### src/rtl/store_split_unit.sv
// Sequential store aligner: one request at a time, split into up to two bus beats.
// Optional macro MISALIGN_TRAP_EN rejects any store not naturally aligned to its size.
module store_split_unit #(
  parameter int DATA_W = 32,
  parameter int ADDR_W = 32
) (
  input  logic                  clk,
  input  logic                  rst_n,
  input  logic                  req_valid,
  output logic                  req_ready,
  input  logic [ADDR_W-1:0]     req_addr,
  input  logic [DATA_W-1:0]     req_data,
  input  logic [1:0]            req_size,
  output logic                  req_done,
  output logic                  req_err,
  output logic                  bus_valid,
  input  logic                  bus_ready,
  output logic [ADDR_W-1:0]     bus_addr,
  output logic [DATA_W/8-1:0]   bus_wstrb,
  output logic [DATA_W-1:0]     bus_wdata
);

  localparam int unsigned BYTES = DATA_W / 8;
  localparam int unsigned OFF_W = $clog2(BYTES);

  typedef enum logic [1:0] {IDLE, BEAT0, BEAT1} state_e;

  state_e              state_q, state_d;
  logic [ADDR_W-1:0]   addr_q, addr_d;
  logic [BYTES-1:0]    strb_q, strb_d;
  logic [DATA_W-1:0]   data_q, data_d;
  logic [BYTES-1:0]    hi_strb_q, hi_strb_d;
  logic [DATA_W-1:0]   hi_data_q, hi_data_d;
  logic                done_q, done_d;
  logic                err_q, err_d;

  int unsigned         nb;
  logic [OFF_W-1:0]    off;
  logic                size_bad;
  logic                misalign;
  logic                reject;
  logic [2*BYTES-1:0]  wide_strb;
  logic [2*DATA_W-1:0] wide_data;
  logic [ADDR_W-1:0]   base;

  // Alignment over a double-width window; the upper half feeds a possible second beat.
  always_comb begin
    nb        = 32'd1 << req_size;
    off       = req_addr[OFF_W-1:0];
    size_bad  = nb > BYTES;
`ifdef MISALIGN_TRAP_EN
    misalign  = (off & OFF_W'(nb - 1)) != '0;
`else
    misalign  = 1'b0;
`endif
    reject    = size_bad | misalign;
    wide_strb = '0;
    wide_data = '0;
    for (int unsigned i = 0; i < BYTES; i++) begin
      if (i < nb) begin
        wide_strb[i]         = 1'b1;
        wide_data[8*i +: 8]  = req_data[8*i +: 8];
      end
    end
    wide_strb = wide_strb << off;
    wide_data = wide_data << {off, 3'b000};
    base      = {req_addr[ADDR_W-1:OFF_W], {OFF_W{1'b0}}};
  end

  always_comb begin
    state_d   = state_q;
    addr_d    = addr_q;
    strb_d    = strb_q;
    data_d    = data_q;
    hi_strb_d = hi_strb_q;
    hi_data_d = hi_data_q;
    done_d    = 1'b0;
    err_d     = 1'b0;
    unique case (state_q)
      IDLE: begin
        if (req_valid) begin
          if (reject) begin
            err_d = 1'b1;
          end else begin
            state_d   = BEAT0;
            addr_d    = base;
            strb_d    = wide_strb[BYTES-1:0];
            data_d    = wide_data[DATA_W-1:0];
            hi_strb_d = wide_strb[2*BYTES-1:BYTES];
            hi_data_d = wide_data[2*DATA_W-1:DATA_W];
          end
        end
      end
      BEAT0: begin
        if (bus_ready) begin
          if (hi_strb_q != '0) begin
            state_d = BEAT1;
            addr_d  = addr_q + ADDR_W'(BYTES);
            strb_d  = hi_strb_q;
            data_d  = hi_data_q;
          end else begin
            state_d = IDLE;
            done_d  = 1'b1;
          end
        end
      end
      BEAT1: begin
        if (bus_ready) begin
          state_d = IDLE;
          done_d  = 1'b1;
        end
      end
      default: state_d = IDLE;
    endcase
  end

  always_ff @(posedge clk or negedge rst_n) begin
    if (!rst_n) begin
      state_q   <= IDLE;
      addr_q    <= '0;
      strb_q    <= '0;
      data_q    <= '0;
      hi_strb_q <= '0;
      hi_data_q <= '0;
      done_q    <= 1'b0;
      err_q     <= 1'b0;
    end else begin
      state_q   <= state_d;
      addr_q    <= addr_d;
      strb_q    <= strb_d;
      data_q    <= data_d;
      hi_strb_q <= hi_strb_d;
      hi_data_q <= hi_data_d;
      done_q    <= done_d;
      err_q     <= err_d;
    end
  end

  // bus_valid decodes the state register so an async reset drops it at once.
  assign req_ready = (state_q == IDLE);
  assign bus_valid = (state_q != IDLE);
  assign bus_addr  = addr_q;
  assign bus_wstrb = strb_q;
  assign bus_wdata = data_q;
  assign req_done  = done_q;
  assign req_err   = err_q;

endmodule
### config.mk
export PLATFORM = sky130hd
export DESIGN_NAME = store_split_unit
export DESIGN_NICKNAME = d
export VERILOG_FILES = /design/src/rtl/store_split_unit.sv
export SDC_FILE = /design/constraint.sdc
export NUM_CORES = 1
export LEC_CHECK = 0
export ABC_CLOCK_PERIOD_IN_PS = 5300
export CAP_MARGIN = 20
export CORE_AREA = 2 2 98 100
export CTS_CLUSTER_SIZE = 8
export DETAILED_ROUTE_END_ITERATION = 10
export DIE_AREA = 0 0 100 102
export DONT_BUFFER_PORTS = 1
export MAX_ROUTING_LAYER = met4
export PLACE_DENSITY = 0.74
export RECOVER_POWER = 25
export SETUP_SLACK_MARGIN = 0.3
export SYNTH_ARGS = -nofsm -noshare
export SYNTH_HDL_FRONTEND = slang
export SYNTH_SLANG_ARGS = --single-unit
### constraint.sdc
create_clock -name clk -period 5.3 [get_ports clk]
set_clock_uncertainty 0.05 [all_clocks]
set_input_delay 0.53 -clock clk [delete_from_list [all_inputs] [get_ports clk]]
set_output_delay 0.53 -clock clk [all_outputs]
set_load 0.02 [all_outputs]
==> impl_summary.log <==
INFO  metric post_layout_instance_area = 5520 um2
INFO  metric syn_area = 5340 um2
INFO  metric dominantRegCellSynth = dfrtp_1
INFO  metric portBuffers = 0
INFO  metric busiest_layer = met2
INFO  metric gr-total-overflow = 0
INFO  metric root_driver = clkbuf_8
INFO  metric unrepaired_setup_endpoints_after_global_routing = false
INFO  metric number_of_antenna_violations_at_the_first_check_in_global_routing = 0
INFO  metric detailedPlacementHpwl = 10200 um
INFO  metric path_clk_slew = 100 ps
INFO  metric placement_rows = 35
INFO  metric ios = 142
INFO  metric first_pass_iters = 6
INFO  metric grt_met2_usage = 0.437
INFO  metric holdCritPathClass = input port to flip-flop
INFO  metric yosys_warnings = 0
INFO  metric leakage = 0.00227 uW
INFO  metric post-synth-top-area-cell = dfrtp_1
INFO  metric chipHeight = 102 um
INFO  metric grt_use_total = 0.306
INFO  metric remaining_routing_drc_violations = 0
INFO  metric wire_length_of_the_first_global_routing_pass = 23900 um
INFO  metric avgViaCountPerCell = 6.68
INFO  metric max_capacitance_violation_count = 1
INFO  metric gp_congestion = 0.919
INFO  metric status = finished, violations left
INFO  metric setup-tns-final = 0 ps
INFO  metric detail-route-antenna-nets = 0
INFO  metric placed_cells = 689
INFO  metric synthCells = 623
INFO  metric die_w = 100 um
INFO  metric worstSetupPathType = flip-flop to flip-flop
INFO  metric finalHoldViolations = 0
INFO  metric drv_slew = 98
INFO  metric cts_tree = built
INFO  metric detail_route.wirelength = 14800 um
INFO  metric worst_ep_required_time = 5530 ps
INFO  metric route.vias.total = 4720
INFO  metric final_cell_mix = dfrtp_1, nand2_1, nor2_1
INFO  metric netlist-cell-type-count = 59
INFO  metric num_antenna_cells = 0
INFO  metric clk-insertion-delay-late = 370 ps
INFO  metric final_cells = 707
INFO  metric synth_seq_area_share = 0.454
INFO  metric cts_num_sinks = 97
INFO  metric first_global_vias = 4433
INFO  metric h_tree_level_count = 3
INFO  metric worstSetupStartpointType = flip-flop
INFO  metric dpl_worst_slack = 2030 ps
INFO  metric violations = max-capacitance violations, max-slew violations
INFO  metric timing.max_slew.rel_slack = -0.599
INFO  metric timing.critical_path.fanout_max = 81
INFO  metric layout.cells.most_common = dfrtp_1
INFO  metric postLayoutCoreUtil = 0.606
INFO  metric pwr_density_cell = 683 nW/um2
INFO  metric synth.top_cell.area_share = 0.454
INFO  metric clock_tree.buffer_depth = 2
INFO  metric layout_worst_path_cycle_share = 0.629
INFO  metric final_nets = 665
INFO  metric design.die.area = 10200 um2
INFO  metric placedInstanceArea = 5300 um2
INFO  metric postSynthAreaPerCell = 8.58 um2
INFO  metric finalSetupViolations = 0
INFO  metric core_region_area = 9110 um2
INFO  metric grt_util_met3 = 0.0759
INFO  metric final_critical_path_setup_slack = 1970 ps
INFO  metric worst_slew_pin_slew = 2400 ps
INFO  metric initial_core_util = 0.587
INFO  metric peak_supply_drop = 0.513 mV
INFO  metric finalCriticalPeriod = 3330 ps
INFO  metric synth.ff_latch_count = 97
INFO  metric endpoint_kind = flip-flop
INFO  metric fmax = 0.300 GHz
INFO  metric drive_gt1_frac = 0.0721
INFO  metric asyncSetResetFlopFracSynth = 1.00
INFO  metric synthTopCellsByArea = dfrtp_1, nand2_1, a21oi_1
INFO  metric critPathArrivalTime = 3560 ps
INFO  metric grtUsageMet1 = 0.436
INFO  metric area_growth_syn_to_layout = 3.37%
INFO  metric synth-edff-count = 0
INFO  metric pin_count_of_the_biggest_net_entering_global_routing = 98
INFO  metric drtIter0Drc = 359
INFO  metric cts-buffers-inserted = 9
INFO  metric route.detailed.wl_per_inst = 21.0 um
[cells in the mapped netlist (8+ instances only)]
master / count
nor2b_1: 8
nand2_1: 91
buf_2: 13
a21oi_1: 60
a221oi_1: 16
o21ai_0: 48
o22ai_1: 14
clkbuf_1: 30
and3_1: 8
nor2_1: 63
a22o_1: 9
dfrtp_1: 97
nand3_1: 20
mux2_2: 8
a2bb2oi_1: 8
nand4_1: 10
o21ai_1: 20
[critical path: stages (launching register included)]
cell     delay, ps
dfrtp_1        410
inv_1          110
ha_2           360
buf_4          670
inv_1          600
nand2_1        590
o32ai_1        180
nor3b_1        230
[logic make-up (layout without fill, tap and decap cells)]
family	after synthesis	in the layout	synth area share
mux	12	12	0.0244
other cells	1	2	0.000702
fa+ha+maj	4	4	0.00937
flops	97	97	0.454
buf+inv	56	28	0.0438
compound gates	218	218	0.261
simple gates	235	235	0.206
[metal layers]
layer  wire length, um  vias up
met5                 0        -
met4               306        0
met3              1490       29
met2              6580      244
met1              6460     2238
li1                  -     2209
[area by class of cell]
cell class | count | area (um2)
Clock buffer | 9 | 124
Fill cell | 792 | 3590
Sequential cell | 97 | 2430
Multi-Input combinational cell | 471 | 2690
Inverter | 7 | 26.3
Timing Repair Buffer | 5 | 47.5
Clock inverter | 7 | 70.1
Tap cell | 111 | 139
[flip-flops by register name, summed over array words and instances, names as in the netlist]
name       flops
bus_addr      30
bus_wdata     32
bus_wstrb      4
hi_data_q     24
hi_strb_q      3
req_done       1
req_err        1
state_q        2
[stage by stage]
stage / hold WS, ps / power, uW
final: 218 / 3770
after global routing: 217 / 4070
after detailed placement: 187 / 3240
after CTS: 43.0 / 3740
after floorplan: 184 / 2880
after global placement: 187 / 3180
[repair_timing]
| action | CTS | global route |
|---|---|---|
| hold buffers | 1 | 0 |
| hold endpoints to repair | 97 | 0 |
| buffers inserted | 0 | 0 |
| setup endpoints to repair | 0 | 0 |
| resized for setup | 0 | 0 |
[final timing paths]
check	startpoint	endpoint	slack [ps]	cells past startpoint
worst max-delay path	state_q[1]$_DFFE_PN0P_	bus_addr[26]$_DFFE_PN0P_	1970	7
worst min-delay path	req_valid	req_err$_DFF_PN0_	220	2
worst max register to register	state_q[1]$_DFFE_PN0P_	bus_addr[26]$_DFFE_PN0P_	1970	7
worst min register to register	hi_data_q[9]$_DFFE_PN0P_	hi_data_q[9]$_DFFE_PN0P_	450	2
max in group asynchronous	rst_n	req_done$_DFF_PN0_	2970	1
min in group asynchronous	rst_n	hi_data_q[8]$_DFFE_PN0P_	840	1
[where the power goes]
| group | leakage, uW | internal (uW) | switching (uW) | total [uW] |
|---|---|---|---|---|
| sequential | 0.00120 | 1070 | 655 | 1730 |
| combinational | 0.000967 | 572 | 985 | 1560 |
| clock | 0.0000977 | 187 | 303 | 489 |
| total | 0.00227 | 1830 | 1940 | 3770 |
Power figures use the tool's default switching activity.
